[src/rtl/clock_seq_ctrl_pkg.sv]
`default_nettype none
// ============================================================================
// Module   : clock_ctrl_pkg
// Purpose  : Shared mode encodings and counter-width helper for the
//            digital-clock sequencing controller.
// Revision : 1.0 - initial release
// ============================================================================
package clock_ctrl_pkg;

    typedef enum logic [1:0] {
        ST_RUN      = 2'b00,
        ST_SET_HOUR = 2'b01,
        ST_SET_MIN  = 2'b10,
        ST_ILLEGAL  = 2'b11
    } state_e;

    // Bits needed for a counter spanning 0..n-1 (never narrower than 1).
    function automatic int cnt_width(input int unsigned n);
        return (n <= 2) ? 1 : $clog2(n);
    endfunction

endpackage : clock_ctrl_pkg
`default_nettype wire

[src/rtl/clock_seq_ctrl_btn_edge.sv]
`default_nettype none
// ============================================================================
// Module   : btn_edge
// Purpose  : Rising-edge press detector for a debounced, clk-synchronous
//            button level. History resets to 1 so a held button needs a
//            release before it can register a press.
// Revision : 1.0 - initial release
// ============================================================================
module btn_edge (
    input  logic clk,
    input  logic rst,
    input  logic btn_i,
    output logic press_o
);

    logic hist_q;

    always_ff @(posedge clk) begin
        if (rst) begin
            hist_q <= 1'b1;
        end else begin
            hist_q <= btn_i;
        end
    end

    assign press_o = btn_i & ~hist_q;

endmodule : btn_edge
`default_nettype wire

[src/rtl/clock_seq_ctrl.sv]
`default_nettype none
// ============================================================================
// Module   : clock_seq_ctrl
// Purpose  : 1 Hz prescaler, RUN/SET mode FSM, manual increment and blink
//            control driving the seconds/minutes/hours counters.
//            Optional macro AUTO_REPEAT_EN: held increment button repeats.
// Revision : 1.0 - initial release
// ============================================================================
module clock_seq_ctrl
    import clock_ctrl_pkg::*;
#(
    parameter int TICK_DIV   = 50000000,
    parameter int BLINK_HALF = 25000000
) (
    input  logic       clk,
    input  logic       rst,
    input  logic       btn_mode,
    input  logic       btn_inc,
    input  logic       sec_wrap,
    input  logic       min_wrap,
    output logic       en_sec,
    output logic       en_min,
    output logic       en_hour,
    output logic       clr_sec,
    output logic [1:0] mode,
    output logic       blank_hour,
    output logic       blank_min,
    output logic       tick_1hz
);

    localparam int c_PRE_W = cnt_width(TICK_DIV);
    localparam int c_BLK_W = cnt_width(BLINK_HALF);
    localparam logic [c_PRE_W-1:0] c_PRE_LAST = c_PRE_W'(TICK_DIV - 1);
    localparam logic [c_BLK_W-1:0] c_BLK_LAST = c_BLK_W'(BLINK_HALF - 1);

    state_e             state_q, state_d;
    logic [c_PRE_W-1:0] pre_q, pre_d;
    logic [c_BLK_W-1:0] blk_q, blk_d;
    logic               phase_q, phase_d;

    logic w_mode_press;
    logic w_inc_press;
    logic w_inc_pulse;
    logic w_tick;
    logic w_in_set;
    logic w_state_chg;

    btn_edge u_btn_mode (
        .clk     (clk),
        .rst     (rst),
        .btn_i   (btn_mode),
        .press_o (w_mode_press)
    );

    btn_edge u_btn_inc (
        .clk     (clk),
        .rst     (rst),
        .btn_i   (btn_inc),
        .press_o (w_inc_press)
    );

    assign w_tick      = (state_q == ST_RUN) && (pre_q == c_PRE_LAST);
    assign w_in_set    = (state_q == ST_SET_HOUR) || (state_q == ST_SET_MIN);
    assign w_state_chg = (state_d != state_q);

`ifdef AUTO_REPEAT_EN
    localparam int c_REP_W = cnt_width(TICK_DIV + 1);
    localparam logic [c_REP_W-1:0] c_REP_FIRST = c_REP_W'(TICK_DIV);
    localparam logic [c_REP_W-1:0] c_REP_NEXT  = c_REP_W'(TICK_DIV / 4);

    logic               rep_act_q, rep_act_d;
    logic               rep_first_q, rep_first_d;
    logic [c_REP_W-1:0] rep_q, rep_d;
    logic               w_rep_fire;

    // rep_q counts cycles since the press (or since the last repeat).
    assign w_rep_fire  = rep_act_q &&
                         (rep_q == (rep_first_q ? c_REP_FIRST : c_REP_NEXT));
    assign w_inc_pulse = w_inc_press | w_rep_fire;

    always_comb begin
        rep_act_d   = 1'b0;
        rep_first_d = 1'b1;
        rep_d       = '0;
        if (w_in_set && btn_inc && !w_state_chg) begin
            if (w_inc_press) begin
                rep_act_d = 1'b1;
                rep_d     = c_REP_W'(1);
            end else if (rep_act_q) begin
                rep_act_d   = 1'b1;
                rep_first_d = rep_first_q & ~w_rep_fire;
                rep_d       = w_rep_fire ? c_REP_W'(1) : rep_q + 1'b1;
            end
        end
    end

    always_ff @(posedge clk) begin
        if (rst) begin
            rep_act_q   <= 1'b0;
            rep_first_q <= 1'b1;
            rep_q       <= '0;
        end else begin
            rep_act_q   <= rep_act_d;
            rep_first_q <= rep_first_d;
            rep_q       <= rep_d;
        end
    end
`else
    assign w_inc_pulse = w_inc_press;
`endif

    // Mode press always has priority; a coincident increment is dropped.
    always_comb begin
        state_d = state_q;
        en_sec  = 1'b0;
        en_min  = 1'b0;
        en_hour = 1'b0;
        clr_sec = 1'b0;
        case (state_q)
            ST_RUN: begin
                en_sec  = w_tick;
                en_min  = w_tick & sec_wrap;
                en_hour = w_tick & sec_wrap & min_wrap;
                if (w_mode_press) begin
                    state_d = ST_SET_HOUR;
                end
            end
            ST_SET_HOUR: begin
                en_hour = w_inc_pulse & ~w_mode_press;
                if (w_mode_press) begin
                    state_d = ST_SET_MIN;
                end
            end
            ST_SET_MIN: begin
                en_min = w_inc_pulse & ~w_mode_press;
                if (w_mode_press) begin
                    state_d = ST_RUN;
                    clr_sec = 1'b1;
                end
            end
            default: begin
                state_d = ST_RUN;
            end
        endcase
    end

    // Prescaler and blink timers restart on every state change.
    always_comb begin
        pre_d   = '0;
        blk_d   = '0;
        phase_d = 1'b0;
        if ((state_q == ST_RUN) && !w_state_chg) begin
            pre_d = w_tick ? '0 : pre_q + 1'b1;
        end
        if (w_in_set && !w_state_chg) begin
            if (blk_q == c_BLK_LAST) begin
                blk_d   = '0;
                phase_d = ~phase_q;
            end else begin
                blk_d   = blk_q + 1'b1;
                phase_d = phase_q;
            end
        end
    end

    always_ff @(posedge clk) begin
        if (rst) begin
            state_q <= ST_RUN;
            pre_q   <= '0;
            blk_q   <= '0;
            phase_q <= 1'b0;
        end else begin
            state_q <= state_d;
            pre_q   <= pre_d;
            blk_q   <= blk_d;
            phase_q <= phase_d;
        end
    end

    assign mode       = state_q;
    assign tick_1hz   = w_tick;
    assign blank_hour = (state_q == ST_SET_HOUR) & phase_q;
    assign blank_min  = (state_q == ST_SET_MIN) & phase_q;

endmodule : clock_seq_ctrl
`default_nettype wire

[config.mk]
export PLATFORM = sky130hd
export DESIGN_NAME = clock_seq_ctrl
export DESIGN_NICKNAME = d
export VERILOG_FILES = /design/src/rtl/clock_seq_ctrl_pkg.sv /design/src/rtl/clock_seq_ctrl_btn_edge.sv /design/src/rtl/clock_seq_ctrl.sv
export SDC_FILE = /design/constraint.sdc
export NUM_CORES = 1
export LEC_CHECK = 0
export ABC_AREA = 1
export BUFFER_PORTS_ARGS = -buffer_cell sky130_fd_sc_hd__clkbuf_2
export CAP_MARGIN = 20
export CORE_MARGIN = 1
export CORE_UTILIZATION = 40
export CTS_BUF_LIST = sky130_fd_sc_hd__clkbuf_2 sky130_fd_sc_hd__clkbuf_4 sky130_fd_sc_hd__clkbuf_8
export DETAILED_ROUTE_END_ITERATION = 7
export MAX_ROUTING_LAYER = met4
export PLACE_DENSITY = 0.68
export SKIP_CTS_REPAIR_TIMING = 1
export SYNTH_ARGS = -nofsm -noshare
export SYNTH_HDL_FRONTEND = slang
export SYNTH_SLANG_ARGS = --single-unit
[constraint.sdc]
create_clock -name clk -period 4 [get_ports clk]
set_clock_uncertainty 0.05 [all_clocks]
set_input_delay 0.6 -clock clk [delete_from_list [all_inputs] [get_ports clk]]
set_output_delay 0.6 -clock clk [all_outputs]
set_load 0.01 [all_outputs]
==> out/qor.yml <==
first_global_vias: 2709
worst_slew_margin_rel: 0.684
arrival_ns: 1.87
drtAntennaViolNets: 0
dpl.hpwl_mm: 4.91
rrSetupSlack_ns: 2.02
place_inst: 612
synth_fa_ha_area_frac: 0.0230
cpPeakStageDelay_ns: 0.36
ctsHtreeMaxLevel: 2
setup_viol: 0
io_pins: 15
p_leak_nw: 1.22
crit_fanout: 8
wl_mm: 6.39
cts-root-buf: "clkbuf_8"
route.detailed.drc: 0
die_area_sq_um: 8520
worst_slack_ns: 1.48
routabilityCongestion: 0.857
nNetsFinal: 529
avgSynthCellArea_sq_um: 6.51
period_share: 0.629
post-place-ws_ns: 1.81
fin_area_sq_um: 3520
synth_flop_cell: "dfxtp_1"
numCtsBuffers: 5
startpoint: "pre_q[0]"
cts_max_path_buffers: 2
p_total_mw: 1.01
cts_tree: "done"
critical_path_buf_inv_count: 1
place_area_sq_um: 3410
portBuffers: 14
area_delta_synth_final_pct: 7.98
synth_nets: 513
ys.warnings.count: 0
dieWidth_um: 92.3
grt_util_all_layers: 0.170
end_kind: "output port"
insertion_delay_ns: 0.32
setup_tns_ns: 0
synthDistinctLibCells: 31
grt_overflow_total: 0
synth_compound_area_frac: 0.0184
wl_per_cell_um: 10.3
startpoint_type: "flop"
hp-class: "flop to flop"
synth-simple-area-share: 0.445
hp-start: "pre_q[0]"
instances_no_fill: 620
initial_core_util: 0.418
synth_top_family_by_area: "simple AND/OR/NAND/NOR gates"
rsz0062_at_grt: "false"
netlist_instances: 501
synth_edf_count: 0
path_clk_slew_ns: 0.09
syn-cell-area_sq_um: 3260
period_needed_ns: 2.52
core_area_sq_um: 7810
worst_ep_required_time_ns: 3.35
path_delay_family: "simple AND/OR/NAND/NOR gates"
via_per_inst: 4.60
vdd_drop_max_v: 0.000133
mostFrequentLayoutCells: "nand2_1 (140), nor2_1 (126), inv_1 (63)"
cts_sinks: 56
seq_area_frac_synth: 0.344
path_class: "flop to output port"
synthArstFlopShare: 0
final_common_cell: "nand2_1"
antenna_cells: 0
maxCapViolCount: 0
antenna_found_initial: 0
synth_xor_area_frac: 0.0806
reg2reg_from: "mode[1]"
cellPowerDensity_nw_per_um2: 287
grt_pass1_wl_mm: 11.5
final_layout_size_suffix_gt1_frac: 0.102
rows: 32
ys_seq_elements: 56
fin_util: 0.451
whs_ns: 0.408
die_h_um: 92.3
grt_max_degree: 27
critical_path.cell_chain: "ha_1 > nand3_2 > nor2_8 > nand3_1 > nor3_1 > nand2_1 > o21ai_0 > clkbuf_2"
synth_mux_area_frac: 0
tightest_slew_ns: 0.471
drv_slew: 0
vias: 2849
first_iter_violations: 71
fmax_mhz: 398
drt_pass1_iterations: 6
status: "finished, final reports clean"
hold_viol: 0
slowest_stage: "dfxtp_1"
## layer usage
layer | global-route usage | vias up | part of all wire
met4 | 0.0612 | 0 | 0.017
met5 | - | - | 0
met1 | 0.200 | 1273 | 0.48
met2 | 0.289 | 28 | 0.47
li1 | - | 1538 | -
met3 | 0.0296 | 10 | 0.026
## state kept, by name, indices dropped and copies added (netlist names)
signal and count:
mode 2, blk_q 25, pre_q 26, u_btn_inc.hist_q 1
phase_q 1, u_btn_mode.hist_q 1
## synthesized netlist by cell type (2+ instances only)
cell | number | share of area
nand2_1 | 140 | 0.16
xnor2_1 | 13 | 0.035
nand3_2 | 4 | 0.012
nand3_1 | 20 | 0.031
inv_1 | 63 | 0.072
or2_2 | 2 | 0.0038
nand4_1 | 5 | 0.0096
nand2_2 | 2 | 0.0038
nand3b_1 | 7 | 0.016
o21ai_0 | 2 | 0.0031
nor2_2 | 14 | 0.027
buf_6 | 4 | 0.014
nor4_1 | 2 | 0.0038
ha_1 | 6 | 0.023
a21oi_2 | 2 | 0.0054
xor2_1 | 17 | 0.046
nor2_1 | 126 | 0.14
nand2_4 | 2 | 0.0069
dfxtp_1 | 56 | 0.34
nor3_1 | 3 | 0.0046
## worst reg2reg max path: stages (launching register included)
cell and delay [ns]:
dfxtp_1 0.35, inv_1 0.15, ha_1 0.28, inv_1 0.06, nand2_1 0.08, nand2_1 0.05
nand2_1 0.07, nand3_1 0.14, a21boi_2 0.27, nand2_4 0.24, nor2_1 0.17
## path summary, 6_finish.rpt
path / end / cells after the start
min reg2reg: pre_q[0] / 1
max: en_min / 8
min: pre_q[0] / 1
max reg2reg: pre_q[4] / 10
## layout make-up
cell class                 count  area, sq um
fill                         823         4290
multi-input combinational    376         1850
sequential                    56         1120
inverter                      64          240
tap                          102          128
clock buffer                   6         76.3
timing repair buffer          14         70.1
clock inverter                 2         38.8
## report_power, final
group,switching (mW),internal (mW),total (mW)
logic,0.0369,0.0162,0.0530
registers,0.00417,0.563,0.567
clock network,0.193,0.196,0.389
## cells by family after synthesis
kind of cell             count (synthesis)
AO/OA/AOI/OAI                            8
XOR/XNOR                                30
adder cells (fa/ha/maj)                  6
buffers and inverters                   69
flip-flops                              56
AND/OR/NAND/NOR                        332
Power figures use the tool's default switching activity.
